[config.mk]
export PLATFORM = sky130hd
export DESIGN_NAME = l2_writeback_buffer
export DESIGN_NICKNAME = d
export VERILOG_FILES = /design/src/rtl/l2_writeback_buffer.sv
export SDC_FILE = /design/constraint.sdc
export NUM_CORES = 2
export LEC_CHECK = 0
export ABC_AREA = 1
export BUFFER_PORTS_ARGS = -buffer_cell sky130_fd_sc_hd__buf_2
export CELL_PAD_IN_SITES_DETAIL_PLACEMENT = 1
export CELL_PAD_IN_SITES_GLOBAL_PLACEMENT = 1
export CORE_AREA = 2 2 425 427
export DETAILED_ROUTE_END_ITERATION = 8
export DIE_AREA = 0 0 427 429
export GPL_TIMING_DRIVEN = 0
export PLACE_DENSITY_LB_ADDON = 0.1
export SYNTH_ARGS = -nofsm -noshare
export SYNTH_HDL_FRONTEND = slang
export SYNTH_SLANG_ARGS = --single-unit
[constraint.sdc]
create_clock -name clk -period 16.8 [get_ports clk]
set_input_delay 0.84 -clock clk [delete_from_list [all_inputs] [get_ports clk]]
set_output_delay 0.84 -clock clk [all_outputs]
set_load 0.01 [all_outputs]
[src/rtl/l2_writeback_buffer.sv]
// ---------------------------------------------------------------------------
// l2_writeback_buffer
//
// Write-back buffer between the L2 cache and physical memory. Dirty-line
// evictions from L2 are captured into a small FIFO of 256-bit lines and
// acknowledged immediately. The buffered lines are drained to pmem in the
// background. L2 line reads never return stale data: a read whose line is
// still buffered is either forwarded from the buffer or delayed until that
// line has been drained.
//
// Optional feature macro: L2_WB_BUF_FWD_EN
//   defined   : a read that hits a buffered line is served from the buffer.
//   undefined : a read that hits a buffered line drains entries until no
//               entry matches, then reads the line from pmem.
//   Write coalescing (one entry per line address) is present in both builds.
// ---------------------------------------------------------------------------
module l2_writeback_buffer #(
    parameter int DEPTH = 4
) (
    input  logic                         clk,
    input  logic                         rst,

    input  logic                         l2_pmem_read,
    input  logic                         l2_pmem_write,
    input  logic [31:0]                  l2_pmem_address,
    input  logic [255:0]                 l2_pmem_wdata,
    output logic [255:0]                 l2_pmem_rdata,
    output logic                         l2_pmem_resp,

    output logic                         pmem_read,
    output logic                         pmem_write,
    output logic [31:0]                  pmem_address,
    output logic [255:0]                 pmem_wdata,
    input  logic [255:0]                 pmem_rdata,
    input  logic                         pmem_resp,

    output logic [$clog2(DEPTH+1)-1:0]   buf_count
);

    localparam int PTR_W = $clog2(DEPTH);
    localparam int CNT_W = $clog2(DEPTH+1);

    typedef enum logic [1:0] {
        IDLE   = 2'd0,
        RD_MEM = 2'd1,
        DRAIN  = 2'd2,
        RESP   = 2'd3
    } state_t;

    state_t state;
    state_t state_next;

    // Buffer storage: valid bit, line tag and line data per entry.
    logic [DEPTH-1:0] valid;
    logic [26:0]      tag_mem  [DEPTH];
    logic [255:0]     data_mem [DEPTH];

    logic [PTR_W-1:0] head;
    logic [PTR_W-1:0] tail;
    logic [CNT_W-1:0] count;

    // Line address latched for a pmem read, and the data returned to L2.
    logic [26:0]      rd_tag;
    logic [255:0]     rdata_q;

    // Request decode.
    logic [26:0]      req_tag;
    logic             hit;
    logic [PTR_W-1:0] hit_idx;
    logic             full;

    // Control strobes from the FSM to the datapath registers.
    logic             do_enq;
    logic             do_upd;
    logic             do_pop;
    logic             do_rd_lat;
    logic             do_cap;
    logic             do_fwd;

    // Byte-offset bits of the line address carry no meaning here.
    logic             unused_offset;
    assign unused_offset = ^l2_pmem_address[4:0];

    assign req_tag = l2_pmem_address[31:5];
    assign full    = (count == CNT_W'(DEPTH));

    // Associative lookup of the requested line; coalescing keeps hits unique.
    always_comb begin
        // NOTE: every always_comb output gets a default first so no path
        // leaves it unassigned, which would otherwise infer a latch.
        hit     = 1'b0;
        hit_idx = '0;
        for (int i = 0; i < DEPTH; i++) begin
            if (valid[i] && (tag_mem[i] == req_tag)) begin
                hit     = 1'b1;
                hit_idx = PTR_W'(i);
            end
        end
    end

    // State register.
    always_ff @(posedge clk) begin
        // NOTE: sequential state uses non-blocking assignments so every
        // register samples pre-edge values regardless of statement order.
        if (rst) begin
            state <= IDLE;
        end else begin
            state <= state_next;
        end
    end

    // Next-state decode, datapath strobes and pmem-side outputs.
    always_comb begin
        state_next   = state;
        do_enq       = 1'b0;
        do_upd       = 1'b0;
        do_pop       = 1'b0;
        do_rd_lat    = 1'b0;
        do_cap       = 1'b0;
        do_fwd       = 1'b0;
        pmem_read    = 1'b0;
        pmem_write   = 1'b0;
        pmem_address = '0;
        pmem_wdata   = '0;

        case (state)
            IDLE: begin
                // Priority: read, then write, then background drain.
                if (l2_pmem_read) begin
                    if (hit) begin
`ifdef L2_WB_BUF_FWD_EN
                        do_fwd     = 1'b1;
                        state_next = RESP;
`else
                        // Push the matching line out before reading pmem.
                        state_next = DRAIN;
`endif
                    end else begin
                        do_rd_lat  = 1'b1;
                        state_next = RD_MEM;
                    end
                end else if (l2_pmem_write) begin
                    if (hit) begin
                        do_upd     = 1'b1;
                        state_next = RESP;
                    end else if (!full) begin
                        do_enq     = 1'b1;
                        state_next = RESP;
                    end else begin
                        // Make room; the write is retried from IDLE.
                        state_next = DRAIN;
                    end
                end else if (count != '0) begin
                    state_next = DRAIN;
                end
            end

            RD_MEM: begin
                pmem_read    = 1'b1;
                pmem_address = {rd_tag, 5'b0};
                if (pmem_resp) begin
                    do_cap     = 1'b1;
                    state_next = RESP;
                end
            end

            DRAIN: begin
                pmem_write   = 1'b1;
                pmem_address = {tag_mem[head], 5'b0};
                pmem_wdata   = data_mem[head];
                if (pmem_resp) begin
                    do_pop     = 1'b1;
                    state_next = IDLE;
                end
            end

            RESP: begin
                // L2 drops its request on resp, so nothing is sampled here.
                state_next = IDLE;
            end

            default: begin
                state_next = IDLE;
            end
        endcase
    end

    // Occupancy bookkeeping, read-address latch and returned-data register.
    always_ff @(posedge clk) begin
        if (rst) begin
            valid   <= '0;
            head    <= '0;
            tail    <= '0;
            count   <= '0;
            rd_tag  <= '0;
            rdata_q <= '0;
        end else begin
            // Enqueue (IDLE) and pop (DRAIN) are never requested together.
            if (do_enq) begin
                valid[tail] <= 1'b1;
                tail        <= tail + PTR_W'(1);
                count       <= count + CNT_W'(1);
            end
            if (do_pop) begin
                valid[head] <= 1'b0;
                head        <= head + PTR_W'(1);
                count       <= count - CNT_W'(1);
            end
            if (do_rd_lat) begin
                rd_tag <= req_tag;
            end
            if (do_cap) begin
                rdata_q <= pmem_rdata;
            end
`ifdef L2_WB_BUF_FWD_EN
            if (do_fwd) begin
                rdata_q <= data_mem[hit_idx];
            end
`endif
        end
    end

    // Line tag and data storage.
    always_ff @(posedge clk) begin
        // NOTE: the tag/data arrays are deliberately not reset; an entry is
        // only ever read while its valid bit (which is reset) is set.
        if (do_enq) begin
            tag_mem[tail]  <= req_tag;
            data_mem[tail] <= l2_pmem_wdata;
        end
        if (do_upd) begin
            data_mem[hit_idx] <= l2_pmem_wdata;
        end
    end

`ifndef L2_WB_BUF_FWD_EN
    // Without forwarding the forward strobe has no consumer.
    logic unused_fwd;
    assign unused_fwd = do_fwd;
`endif

    assign l2_pmem_resp  = (state == RESP);
    assign l2_pmem_rdata = rdata_q;
    assign buf_count     = count;

endmodule
==> results_tabular.tex <==
\begin{tabular}{lr}
\hline
Metric & Value \\
\hline
\multicolumn{2}{l}{\textbf{Cells and area}} \\
Leading cell types in the layout, fill and taps excluded & sky130\_fd\_sc\_hd\_\_nor2\_1, sky130\_fd\_sc\_hd\_\_edfxtp\_1, sky130\_fd\_sc\_hd\_\_buf\_2 \\
Signed area change from the synthesized netlist to the final layout & 26.5\% \\
Proportion of layout cells with a drive suffix above 1 & 0.219 \\
Fill count & 20000 \\
Final nets & 7059 \\
Design Area, Final & approximately 70000 um2 \\
Final cell count without fillers & 9040 \\
Most common cell after layout, fill and taps aside & sky130\_fd\_sc\_hd\_\_nor2\_1 \\
\multicolumn{2}{l}{\textbf{Global routing}} \\
Via count of the first global-routing pass & 44300 \\
Wire length of the first global-routing pass & approximately 340 mm \\
Overflow left after global routing & 0 \\
Antenna violations before repair & 147 \\
Total global routing track utilization & 0.262 \\
Pin count of the biggest net entering global routing & 28 \\
\multicolumn{2}{l}{\textbf{Timing}} \\
Final WS setup & about 11 ns \\
Tightest hold margin & between 0.2 and 0.25 ns \\
Finish-stage setup viols & 0 \\
Final Critical Period & 5.40 ns \\
Count of endpoints failing hold in the final timing report & 0 \\
Share of the clock period used by the worst path & 0.321 \\
Achievable Freq & approximately 0.19 GHz \\
Max-slew violation count & 0 \\
Slew headroom & 0.0563 \\
Least-Margin Pin Slew & around 1.4 ns \\
Setup repair after global routing missed its margin & false \\
Clock Skew & 0.0355 ns \\
\multicolumn{2}{l}{\textbf{Clock network}} \\
Maximum clock insertion buffer count & 3 \\
Clock slew at the register clock pins of the worst setup and hold paths & 0.06 ns \\
Htree depth & 4 \\
Clock root cell & sky130\_fd\_sc\_hd\_\_clkbuf\_16 \\
Num CTS Buffers & 165 \\
Clock sink count & 1430 \\
Quantity of hold-fixing buffers added after cts & 0 \\
Worst-skew pair later-pin latency & 0.82 ns \\
Post-CTS Repair Setup Buffers & 0 \\
Gates resized, CTS repair & 0 \\
TritonCTS clock tree & yes \\
\multicolumn{2}{l}{\textbf{Route}} \\
WL final & 246 mm \\
Mean routed wirelength per cell & between 20 and 30 um \\
Initial drt markers & 2644 \\
Count of antenna-violating nets left after detailed routing & 0 \\
Post-route DRC & 0 \\
Detailed-routing iteration count for the pre-antenna-repair pass & 6 \\
Average vias per placed instance & between 4 and 5 \\
Vias post-DR & 44300 \\
\multicolumn{2}{l}{\textbf{Yosys}} \\
Post-Synthesis Cells & around 5200 \\
Number of enable flip-flop cells after synthesis & 1132 \\
Seq/Total Area, Yosys & 0.711 \\
Area share of the largest cell type after synthesis & 0.605 \\
Largest cells by area after synthesis & sky130\_fd\_sc\_hd\_\_edfxtp\_1, sky130\_fd\_sc\_hd\_\_nor2\_1, sky130\_fd\_sc\_hd\_\_dfxtp\_1 \\
Mean post-synth cell area & 10.8 um2 \\
Total of flip-flops plus latches after synthesis & 1430 \\
Predominant post-synthesis flop cell & sky130\_fd\_sc\_hd\_\_edfxtp\_1 \\
Unique masters post-synth & 32 \\
Combined area of all synthesized cells & 56200 um2 \\
Area leader, netlist & sky130\_fd\_sc\_hd\_\_edfxtp\_1 \\
Share of flip-flops with an asynchronous set or reset after synthesis & 0 \\
Warnings, synthesis & 0 \\
\multicolumn{2}{l}{\textbf{Min path}} \\
Worst hold path endpoint & data\_mem[2][55]\$\_DFFE\_PP\_ \\
Number of cells on the worst hold path & 1 \\
Hold wc startpoint & l2\_pmem\_wdata[55] \\
Path type of the worst min-delay path & input pin to register \\
\multicolumn{2}{l}{\textbf{Setup path}} \\
Endpoint class of the critical path & output port \\
Worst setup slack for register-to-register paths & 12.55 ns \\
Maximum fanout along the worst path & 10 \\
Most frequent CP cell & sky130\_fd\_sc\_hd\_\_clkbuf\_1 \\
Crit-path max cell delay & approximately 0.9 ns \\
Critical path required time & 15.96 ns \\
Cell Chain, Critical Path & clkbuf\_1 > clkbuf\_1 > clkbuf\_1 > o21ai\_0 > o21ai\_0 > nand2\_1 > a21oi\_1 > buf\_2 \\
Crit path max-delay family & buffers and inverters \\
Critical path startpoint category & register \\
Terminus of the critical flop-to-flop path & data\_mem[3][73]\$\_DFFE\_PP\_ \\
Max stage delay cell, worst path & sky130\_fd\_sc\_hd\_\_clkbuf\_1 \\
Startpoint of the lowest-slack register-to-register path & tag\_mem[2][26]\$\_DFFE\_PP\_ \\
Worst path bufs/invs & 4 \\
Worst reg2reg path depth & 14 \\
Class of the most critical setup path & register to output port \\
Arrival time of data at the critical path endpoint & 4.56 ns \\
\multicolumn{2}{l}{\textbf{Placement}} \\
Instance area after placement & 65700 um2 \\
Port-buffer cells & 1088 \\
Placed insts & 8684 \\
Detailed Place HPWL & $\sim$190 mm \\
Final weighted congestion in routability-driven placement & 0.967 \\
Setup slack at placement & 11.72 ns \\
\multicolumn{2}{l}{\textbf{Pwr}} \\
Fraction of power consumed by the clock network & 0.329 \\
Switching Fraction & 0.346 \\
Part of the total power dissipated in sequential elements & 0.404 \\
Peak VDD IR & 0.0969 mV \\
Reported leakage power & 27.2 nW \\
Internal power & 6.95 mW \\
Combinational share of power & 0.268 \\
Power density of the placed cells & 150 nW/um2 \\
Switching power & between 3 and 4 mW \\
\multicolumn{2}{l}{\textbf{Die}} \\
Cell Rows & between 150 and 200 \\
Chip Height & 429 um \\
Core area & roughly 180000 um2 \\
Width of the chip & about 430 um \\
Die area & 183000 um2 \\
I/O pin count & 1099 \\
Initial core utilization & 0.315 \\
\multicolumn{2}{l}{\textbf{Run status}} \\
Status & complete, no violations \\
\multicolumn{2}{l}{\textbf{Run}} \\
Maximum Capacitance Violations & 0 \\
\hline
\end{tabular}
power by group through the flow:
stage	Combinational (mW)	Sequential, mW	Clock [mW]
2_1_floorplan	1.33	4.47	0
3_3_place_gp	2.78	4.51	0
3_5_place_dp	2.88	4.36	0
4_1_cts	2.89	4.29	3.57
5_1_grt	3.11	4.32	3.70
6_report	2.84	4.29	3.49
registers in the layout, summed over array words and instances, names as in the netlist, named ones only:
| signal | flops |
|---|---|
| l2_pmem_rdata | 256 |
| rd_tag | 27 |
| head | 2 |
| valid | 4 |
| buf_count | 3 |
| data_mem | 1024 |
| state | 2 |
| tag_mem | 108 |
| tail | 2 |
how the worst max path moves through the flow:
stage | end | slack [ns] | cells after the start
2_1_floorplan | data_mem[2][0]$_DFFE_PP_ | 3.35 | 10
3_3_place_gp | data_mem[3][142]$_DFFE_PP_ | -7.87 | 16
3_5_place_dp | data_mem[2][89]$_DFFE_PP_ | 11.72 | 17
4_1_cts | pmem_address[10] | 11.44 | 8
5_1_grt | pmem_address[10] | 11.29 | 8
6_report | pmem_address[10] | 11.40 | 8
through the flow:
step,power (mW),utilization,TNS (ns)
global placement,7.28,0.363,-7839.89
detailed placement,7.24,0.369,0
global route,11.1,0.399,0
CTS,10.7,0.398,0
floorplan,5.80,-,0
finish,10.6,0.399,0
cells in the mapped netlist (6+ instances only):
cell,number
sky130_fd_sc_hd__nor2_1,1654
sky130_fd_sc_hd__edfxtp_1,1132
sky130_fd_sc_hd__o21ai_0,827
sky130_fd_sc_hd__a21oi_1,342
sky130_fd_sc_hd__nand2_1,321
sky130_fd_sc_hd__dfxtp_1,298
sky130_fd_sc_hd__clkbuf_1,281
sky130_fd_sc_hd__inv_1,103
sky130_fd_sc_hd__o21ai_1,63
sky130_fd_sc_hd__inv_2,25
sky130_fd_sc_hd__buf_1,23
sky130_fd_sc_hd__xnor2_1,23
sky130_fd_sc_hd__a21oi_2,20
sky130_fd_sc_hd__buf_2,14
sky130_fd_sc_hd__ha_1,13
sky130_fd_sc_hd__buf_4,8
sky130_fd_sc_hd__nand4_1,6
cell families (layout without fill, tap and decap cells):
| logic type | after synthesis | after routing | share of synthesized area |
|---|---|---|---|
| xor+xnor | 23 | 23 | 0.00359 |
| buf+inv | 459 | 1894 | 0.0324 |
| other cells | 1 | 64 | 0.0000668 |
| flops | 1430 | 1430 | 0.711 |
| fa+ha+maj | 14 | 14 | 0.00325 |
| simple gates | 2002 | 2002 | 0.136 |
| compound gates | 1258 | 1258 | 0.114 |
metal layers:
layer  up-vias  wire length [um]  global-route usage
met5         -               561                   0
met4        84             14200               0.142
li1      20500                 -                   -
met3       553             17000              0.0733
met1     21800             92900               0.294
met2      1327            122000               0.447
area by class of cell:
class	instances	area, um2	area share
Buffer	330	1340	0.0188
Tap cell	2355	2950	0.0415
Antenna cell	59	148	0.00208
Clock buffer	225	4570	0.0643
Multi-Input combinational cell	3302	14500	0.204
Inverter	129	484	0.00681
Sequential cell	1430	40000	0.562
Timing Repair Buffer	1138	6510	0.0917
Clock inverter	72	642	0.00903
(Power assumes the default switching activity.)
